## src/rtl/screen_fsm.sv

```systemverilog
// -----------------------------------------------------------------------------
// screen_fsm
//
// Top-level screen sequencer for the game. Turns PS/2 make codes from the
// keyboard receiver into one-shot key events. Those events, together with the
// game-logic level inputs, drive a five-screen state machine:
// START, GAME, PAUSE, OVER and WIN.
//
// Parameters
//   KEY_START    make code that starts or resumes the game (Enter)
//   KEY_PAUSE    make code that toggles pause (Esc)
//   KEY_RESTART  make code that returns to the START screen (R)
//   HOLD_CYCLES  minimum number of clk cycles spent on an end screen (>= 1)
//   AUTO_RETURN  1: OVER/WIN fall back to START when the hold expires
//
// Ports
//   clk               system clock
//   rst               synchronous, active-high reset
//   i_keycode         last two PS/2 bytes received, {previous, current}
//   i_game_over       level input from game logic: player lost
//   i_level_done      level input from game logic: player won
//   o_screen          current screen (START=0 GAME=1 PAUSE=2 OVER=3 WIN=4)
//   o_screen_changed  one-cycle pulse in the first cycle of a new screen
//   o_new_game        one-cycle pulse in the first cycle of GAME entered
//                     from START
//   o_game_run        high while the screen is GAME
// -----------------------------------------------------------------------------
module screen_fsm #(
    parameter logic [7:0] KEY_START   = 8'h5A,
    parameter logic [7:0] KEY_PAUSE   = 8'h76,
    parameter logic [7:0] KEY_RESTART = 8'h2D,
    parameter int         HOLD_CYCLES = 65_000_000,
    parameter logic       AUTO_RETURN = 1'b0
) (
    input  logic        clk,
    input  logic        rst,
    input  logic [15:0] i_keycode,
    input  logic        i_game_over,
    input  logic        i_level_done,
    output logic [2:0]  o_screen,
    output logic        o_screen_changed,
    output logic        o_new_game,
    output logic        o_game_run
);

    localparam int            HW       = $clog2(HOLD_CYCLES + 1);
    localparam logic [HW-1:0] HOLD_MAX = HW'(HOLD_CYCLES);

    typedef enum logic [2:0] {
        S_START = 3'd0,
        S_GAME  = 3'd1,
        S_PAUSE = 3'd2,
        S_OVER  = 3'd3,
        S_WIN   = 3'd4
    } state_t;

    state_t         r_state;
    state_t         w_next;
    logic [15:0]    r_keycode_q;
    logic [HW-1:0]  r_hold;
    logic           r_screen_changed;
    logic           r_new_game;
    logic           w_hold_done;
    logic           w_end_screen;
    logic           w_start_ev;
    logic           w_pause_ev;
    logic           w_restart_ev;

    // An event fires only on the cycle the byte pair changes. Typematic
    // repeat leaves the pair untouched, and a break prefix {F0,K} is never
    // counted as a press.
    function automatic logic key_event(input logic [15:0] kc,
                                       input logic [15:0] kq,
                                       input logic [7:0]  key);
        return (kc != kq) && (kc[7:0] == key) && (kc[15:8] != 8'hF0);
    endfunction

    // Previous keycode. This register loads during reset as well, so a code
    // that is stable across reset release cannot look like a fresh press.
    always_ff @(posedge clk) begin
        r_keycode_q <= i_keycode;
    end

    assign w_start_ev   = key_event(i_keycode, r_keycode_q, KEY_START);
    assign w_pause_ev   = key_event(i_keycode, r_keycode_q, KEY_PAUSE);
    assign w_restart_ev = key_event(i_keycode, r_keycode_q, KEY_RESTART);
    assign w_end_screen = (r_state == S_OVER) || (r_state == S_WIN);
    assign w_hold_done  = (r_hold == HOLD_MAX);

    // End-screen hold counter. It is zero on the entry cycle and
    // saturates at HOLD_CYCLES.
    always_ff @(posedge clk) begin
        if (rst) begin
            r_hold <= '0;
        end else if (w_end_screen) begin
            if (r_hold != HOLD_MAX) begin
                r_hold <= r_hold + HW'(1);
            end else begin
                r_hold <= r_hold;
            end
        end else begin
            r_hold <= '0;
        end
    end

    // State register.
    always_ff @(posedge clk) begin
        if (rst) begin
            r_state <= S_START;
        end else begin
            r_state <= w_next;
        end
    end

    // Next-state logic. In PAUSE, restart takes priority over resume.
    always_comb begin
        w_next = r_state;
        case (r_state)
            S_START: begin
                if (w_start_ev) begin
                    w_next = S_GAME;
                end else begin
                    w_next = S_START;
                end
            end
            S_GAME: begin
                if (i_game_over) begin
                    w_next = S_OVER;
                end else if (i_level_done) begin
                    w_next = S_WIN;
                end else if (w_pause_ev) begin
                    w_next = S_PAUSE;
                end else begin
                    w_next = S_GAME;
                end
            end
            S_PAUSE: begin
                if (w_restart_ev) begin
                    w_next = S_START;
                end else if (w_pause_ev || w_start_ev) begin
                    w_next = S_GAME;
                end else begin
                    w_next = S_PAUSE;
                end
            end
            S_OVER, S_WIN: begin
                if (w_hold_done && (AUTO_RETURN || w_start_ev || w_restart_ev)) begin
                    w_next = S_START;
                end else begin
                    w_next = r_state;
                end
            end
            default: begin
                w_next = S_START;
            end
        endcase
    end

    // Transition pulses. They are registered so that they coincide with
    // the first cycle of the new screen.
    always_ff @(posedge clk) begin
        if (rst) begin
            r_screen_changed <= 1'b0;
            r_new_game       <= 1'b0;
        end else begin
            r_screen_changed <= (w_next != r_state);
            r_new_game       <= (r_state == S_START) && (w_next == S_GAME);
        end
    end

    // Output decode of the state register.
    always_comb begin
        o_screen         = r_state;
        o_game_run       = (r_state == S_GAME);
        o_screen_changed = r_screen_changed;
        o_new_game       = r_new_game;
    end

endmodule

```

## config.mk

```make
export PLATFORM = sky130hd
export DESIGN_NAME = screen_fsm
export DESIGN_NICKNAME = d
export VERILOG_FILES = /design/src/rtl/screen_fsm.sv
export SDC_FILE = /design/constraint.sdc
export NUM_CORES = 1
export LEC_CHECK = 0
export ABC_AREA = 1
export CAP_MARGIN = 20
export CORE_MARGIN = 4
export CORE_UTILIZATION = 45
export CTS_BUF_LIST = sky130_fd_sc_hd__clkbuf_4
export CTS_CLUSTER_DIAMETER = 80
export DETAILED_ROUTE_END_ITERATION = 8
export GPL_ROUTABILITY_DRIVEN = 1
export PLACE_DENSITY = 0.66
export SETUP_SLACK_MARGIN = 0.4
export SLEW_MARGIN = 20
export SYNTH_ARGS = -nofsm -noshare
export SYNTH_HDL_FRONTEND = slang
export SYNTH_SLANG_ARGS = --single-unit
```

## constraint.sdc

```tcl
create_clock -name clk -period 2.1 [get_ports clk]
set_clock_uncertainty 0.15 [all_clocks]
set_input_delay 0.21 -clock clk [delete_from_list [all_inputs] [get_ports clk]]
set_output_delay 0.21 -clock clk [all_outputs]
set_load 0.03 [all_outputs]
```

==> results.yml <==
outcome:
  result_of_the_run: "finished, final reports clean"
cts:
  root_buffer: "sky130_fd_sc_hd__clkbuf_4"
  clk_latency_ns: 0.36
  clock_path_buffers: 2
  cts_buffers: 5
  cts_sinks: 47
  ctsHtreeMaxLevel: 2
  tritoncts: "yes"
  worst_setup_hold_path_clk_slew_ns: 0.14
final_layout:
  final_layout_size_suffix_gt1_frac: 0.2489
  growth_of_design_area_from_synthesis_to_finish_pct: 38.17
  layout.cells.non_filler: 524
  nets: 475
  n_antenna_cell: 0
  fillerInstances: 491
  fin_area_sq_um: 3456
floorplan:
  fp.coreArea_sq_um: 5238
  die_h_um: 82.55
  dieWidth_um: 82.55
  start_util: 0.4775
  dieArea_sq_um: 6815
  num_io_pins: 26
  core.rowCount: 26
drt:
  detailedRoute.firstIterationViolations: 155
  remaining_drc_errors: 0
  antenna_left: 0
  routed_wire_length_per_instance_um: 12.01
  num_vias: 2621
  route.detailed.vias_per_inst: 5.002
  detailedRoute.firstPassIterationCount: 4
  routed_wl_um: 6295
timing:
  period_share: 0.8557
  timing.final.ws_setup_ns: 0.3031
  post-route-min-period_ns: 1.797
  maxClockFrequency_ghz: 0.5565
  final-setup-viol-count: 0
  setup_repair_after_global_routing_missed_its_margin: "true"
  timing_max_transition_violations_final: 0
  setup_total_negative_slack_ns: 0
  final_hold_viol_count: 0
  worstMarginPinSlew_ns: 0.3527
  worst_slew_margin_rel: 0.7630
setup_path:
  worstSetupPathType: "reg2reg"
  startpoint_type: "register"
  worst-endpoint-arrival_ns: 1.92
  worst_setup_path_end_kind: "register"
  critical_path_required_ns: 2.22
  worstPathMaxFanout: 3
power:
  power.density_nw_per_um2: 423.5
  static-leakage-power_nw: 1.585
  ir_drop_mv: 0.3309
  p_seq_frac: 0.621
  internal_power_mw: 1.105
  proportion_of_power_drawn_by_combinational_gates: 0.086
  pwr-share-clk: 0.293
  tot_pwr_mw: 1.464
  net-switching-power_mw: 0.3589
  swShare: 0.2452
global_route:
  largest_net_degree_at_the_start_of_global_routing: 14
  vias_in_the_first_global_route: 2508
  grt_first_pass_wirelength_um: 10380
  grt_usage: 0.1932
  antenna_found_initial: 0
  globalRoute.totalOverflow: 0
yosys:
  synth_flop_cell: "sky130_fd_sc_hd__dfxtp_1"
  ys_ff_latch: 47
  synth_top_area_frac: 0.3762
  post_synthesis_sequential_area_ratio: 0.3762
  avgSynthCellArea_sq_um: 6.530
  yosys.area.top_type: "sky130_fd_sc_hd__dfxtp_1"
  post-synth-top-count-cell: "sky130_fd_sc_hd__nand2_1"
  synth_top_cells_by_area: "sky130_fd_sc_hd__dfxtp_1 (38%), sky130_fd_sc_hd__nand2_1 (15%), sky130_fd_sc_hd__inv_1 (9.8%)"
  syn_nets: 405
  edff_count_synth: 0
  netlist_area_sq_um: 2501
  yosysWarningCount: 0
  synth_cell_types: 33
  postSynth.asyncResetShare: 0
  post_synth_inst_count: 383
  ys_top_cells_by_count: "sky130_fd_sc_hd__nand2_1 (99), sky130_fd_sc_hd__inv_1 (65), sky130_fd_sc_hd__nor2_1 (58), sky130_fd_sc_hd__dfxtp_1 (47), sky130_fd_sc_hd__a21oi_1 (23)"
placement:
  dpl_worst_slack_ns: -0.1135
  dpl-instance-area_sq_um: 2952
  port-buffer-count: 25
  dp_hpwl_um: 4159
  gp_congestion: 0.8354
  dp_cells: 489
run:
  max-cap-violations: 0
worst_hold_path:
  min_path_type: "in2reg"
## layer usage
metal  share of wire  wire length [um]  GRT usage  vias to the layer above
met3           0.039               248    0.03688                       12
met5               0                 0          0                        -
met2            0.51              3194     0.3718                       59
li1                -                 -          -                     1353
met1            0.43              2738     0.2095                     1197
met4           0.018               114    0.06209                        0
## cell usage in the layout (no fill, tap or decap), types with 2 or more instances in the layout
cell type	synthesis	final
sky130_fd_sc_hd__clkbuf_4	0	6
sky130_fd_sc_hd__nor2_1	58	54
sky130_fd_sc_hd__nor2_4	2	4
sky130_fd_sc_hd__nand3_2	2	2
sky130_fd_sc_hd__nand2_1	99	93
sky130_fd_sc_hd__nor3_4	1	4
sky130_fd_sc_hd__buf_6	0	12
sky130_fd_sc_hd__a21oi_1	23	19
sky130_fd_sc_hd__dfxtp_1	47	31
sky130_fd_sc_hd__nand2_4	1	2
sky130_fd_sc_hd__inv_2	0	2
sky130_fd_sc_hd__o21ai_0	18	12
sky130_fd_sc_hd__nand4_1	12	12
sky130_fd_sc_hd__buf_4	0	29
sky130_fd_sc_hd__clkdlybuf4s50_1	0	15
sky130_fd_sc_hd__ha_4	0	2
sky130_fd_sc_hd__nand2_2	1	6
sky130_fd_sc_hd__a211oi_2	1	2
sky130_fd_sc_hd__o21a_1	3	3
sky130_fd_sc_hd__nand3_1	9	8
sky130_fd_sc_hd__xor2_1	2	2
sky130_fd_sc_hd__inv_1	65	61
sky130_fd_sc_hd__dlygate4sd2_1	0	8
sky130_fd_sc_hd__o21ai_1	0	4
sky130_fd_sc_hd__a31oi_1	2	2
sky130_fd_sc_hd__dfxtp_2	0	11
sky130_fd_sc_hd__nor4_4	0	2
sky130_fd_sc_hd__clkinv_1	0	2
sky130_fd_sc_hd__a21oi_2	1	5
sky130_fd_sc_hd__inv_4	0	2
sky130_fd_sc_hd__nor3_2	4	8
sky130_fd_sc_hd__o211ai_1	2	2
sky130_fd_sc_hd__nor2_2	1	3
sky130_fd_sc_hd__o21ai_2	0	2
sky130_fd_sc_hd__nor3_1	14	7
sky130_fd_sc_hd__dfxtp_4	0	5
## power groups by stage
stage	logic (mW)	clock network [mW]	registers [mW]
CTS	0.126	0.448	0.909
global placement	0.124	0	0.933
finish	0.126	0.429	0.909
detailed placement	0.127	0	0.934
floorplan	0.0530	0	0.933
global route	0.143	0.484	0.912
## stage by stage
stage	utilization	hold slack, ns
4_1_cts	0.6249	0.003880
5_1_grt	0.6598	0.01446
2_1_floorplan	-	0.08772
3_5_place_dp	0.5635	0.3336
6_report	0.6598	0.01554
3_3_place_gp	0.5635	0.3172
## final timing paths
check / start / end / slack, ns / cells past startpoint
setup / recovery: r_hold[0] / r_hold[23] / 0.30 / 9
setup reg to reg: r_hold[0] / r_hold[23] / 0.30 / 9
hold reg to reg: r_hold[5] / r_hold[5] / 0.34 / 1
hold / removal: i_keycode[5] / r_keycode_q[5] / 0.02 / 1
## critical path: stages (launching register included)
cell and delay [ns]:
sky130_fd_sc_hd__dfxtp_4 0.42, sky130_fd_sc_hd__nand3_4 0.09, sky130_fd_sc_hd__nor2_4 0.10, sky130_fd_sc_hd__nand3_2 0.08, sky130_fd_sc_hd__or2_4 0.27, sky130_fd_sc_hd__nor2_8 0.11, sky130_fd_sc_hd__nand2_4 0.08, sky130_fd_sc_hd__nor3_4 0.15
sky130_fd_sc_hd__and3_4 0.20, sky130_fd_sc_hd__nor3_2 0.04
## what timing repair did
action,CTS,global route
pin swaps,16,19
resized for setup,53,41
buffers inserted,19,7
endpoints found under the hold margin,0,1
setup endpoints to repair,24,21
hold buffers,0,1
## final cells by class
class | instances | area [sq um] | share of cell area
Inverter | 65 | 249.0 | 0.07205
Tap cell | 70 | 87.58 | 0.02534
Clock inverter | 2 | 7.507 | 0.002172
Clock buffer | 6 | 45.04 | 0.01303
Multi-Input combinational cell | 268 | 1498 | 0.4334
Timing Repair Buffer | 66 | 595.6 | 0.1723
Sequential cell | 47 | 973.4 | 0.2817
## logic make-up (layout without fill, tap and decap cells)
kind of cell | Yosys count | count (layout) | synth area share
simple gates | 212 | 212 | 0.3877
fa+ha+maj | 2 | 2 | 0.01000
compound gates | 52 | 52 | 0.1166
xor+xnor | 2 | 2 | 0.007005
flops | 47 | 47 | 0.3762
buf+inv | 68 | 139 | 0.1025
## sequential cells by signal (all words and copies together), names as in the netlist
name,cells
r_hold,26
r_keycode_q,16
o_screen,3
o_new_game,1
o_screen_changed,1
Power figures use the tool's default switching activity.
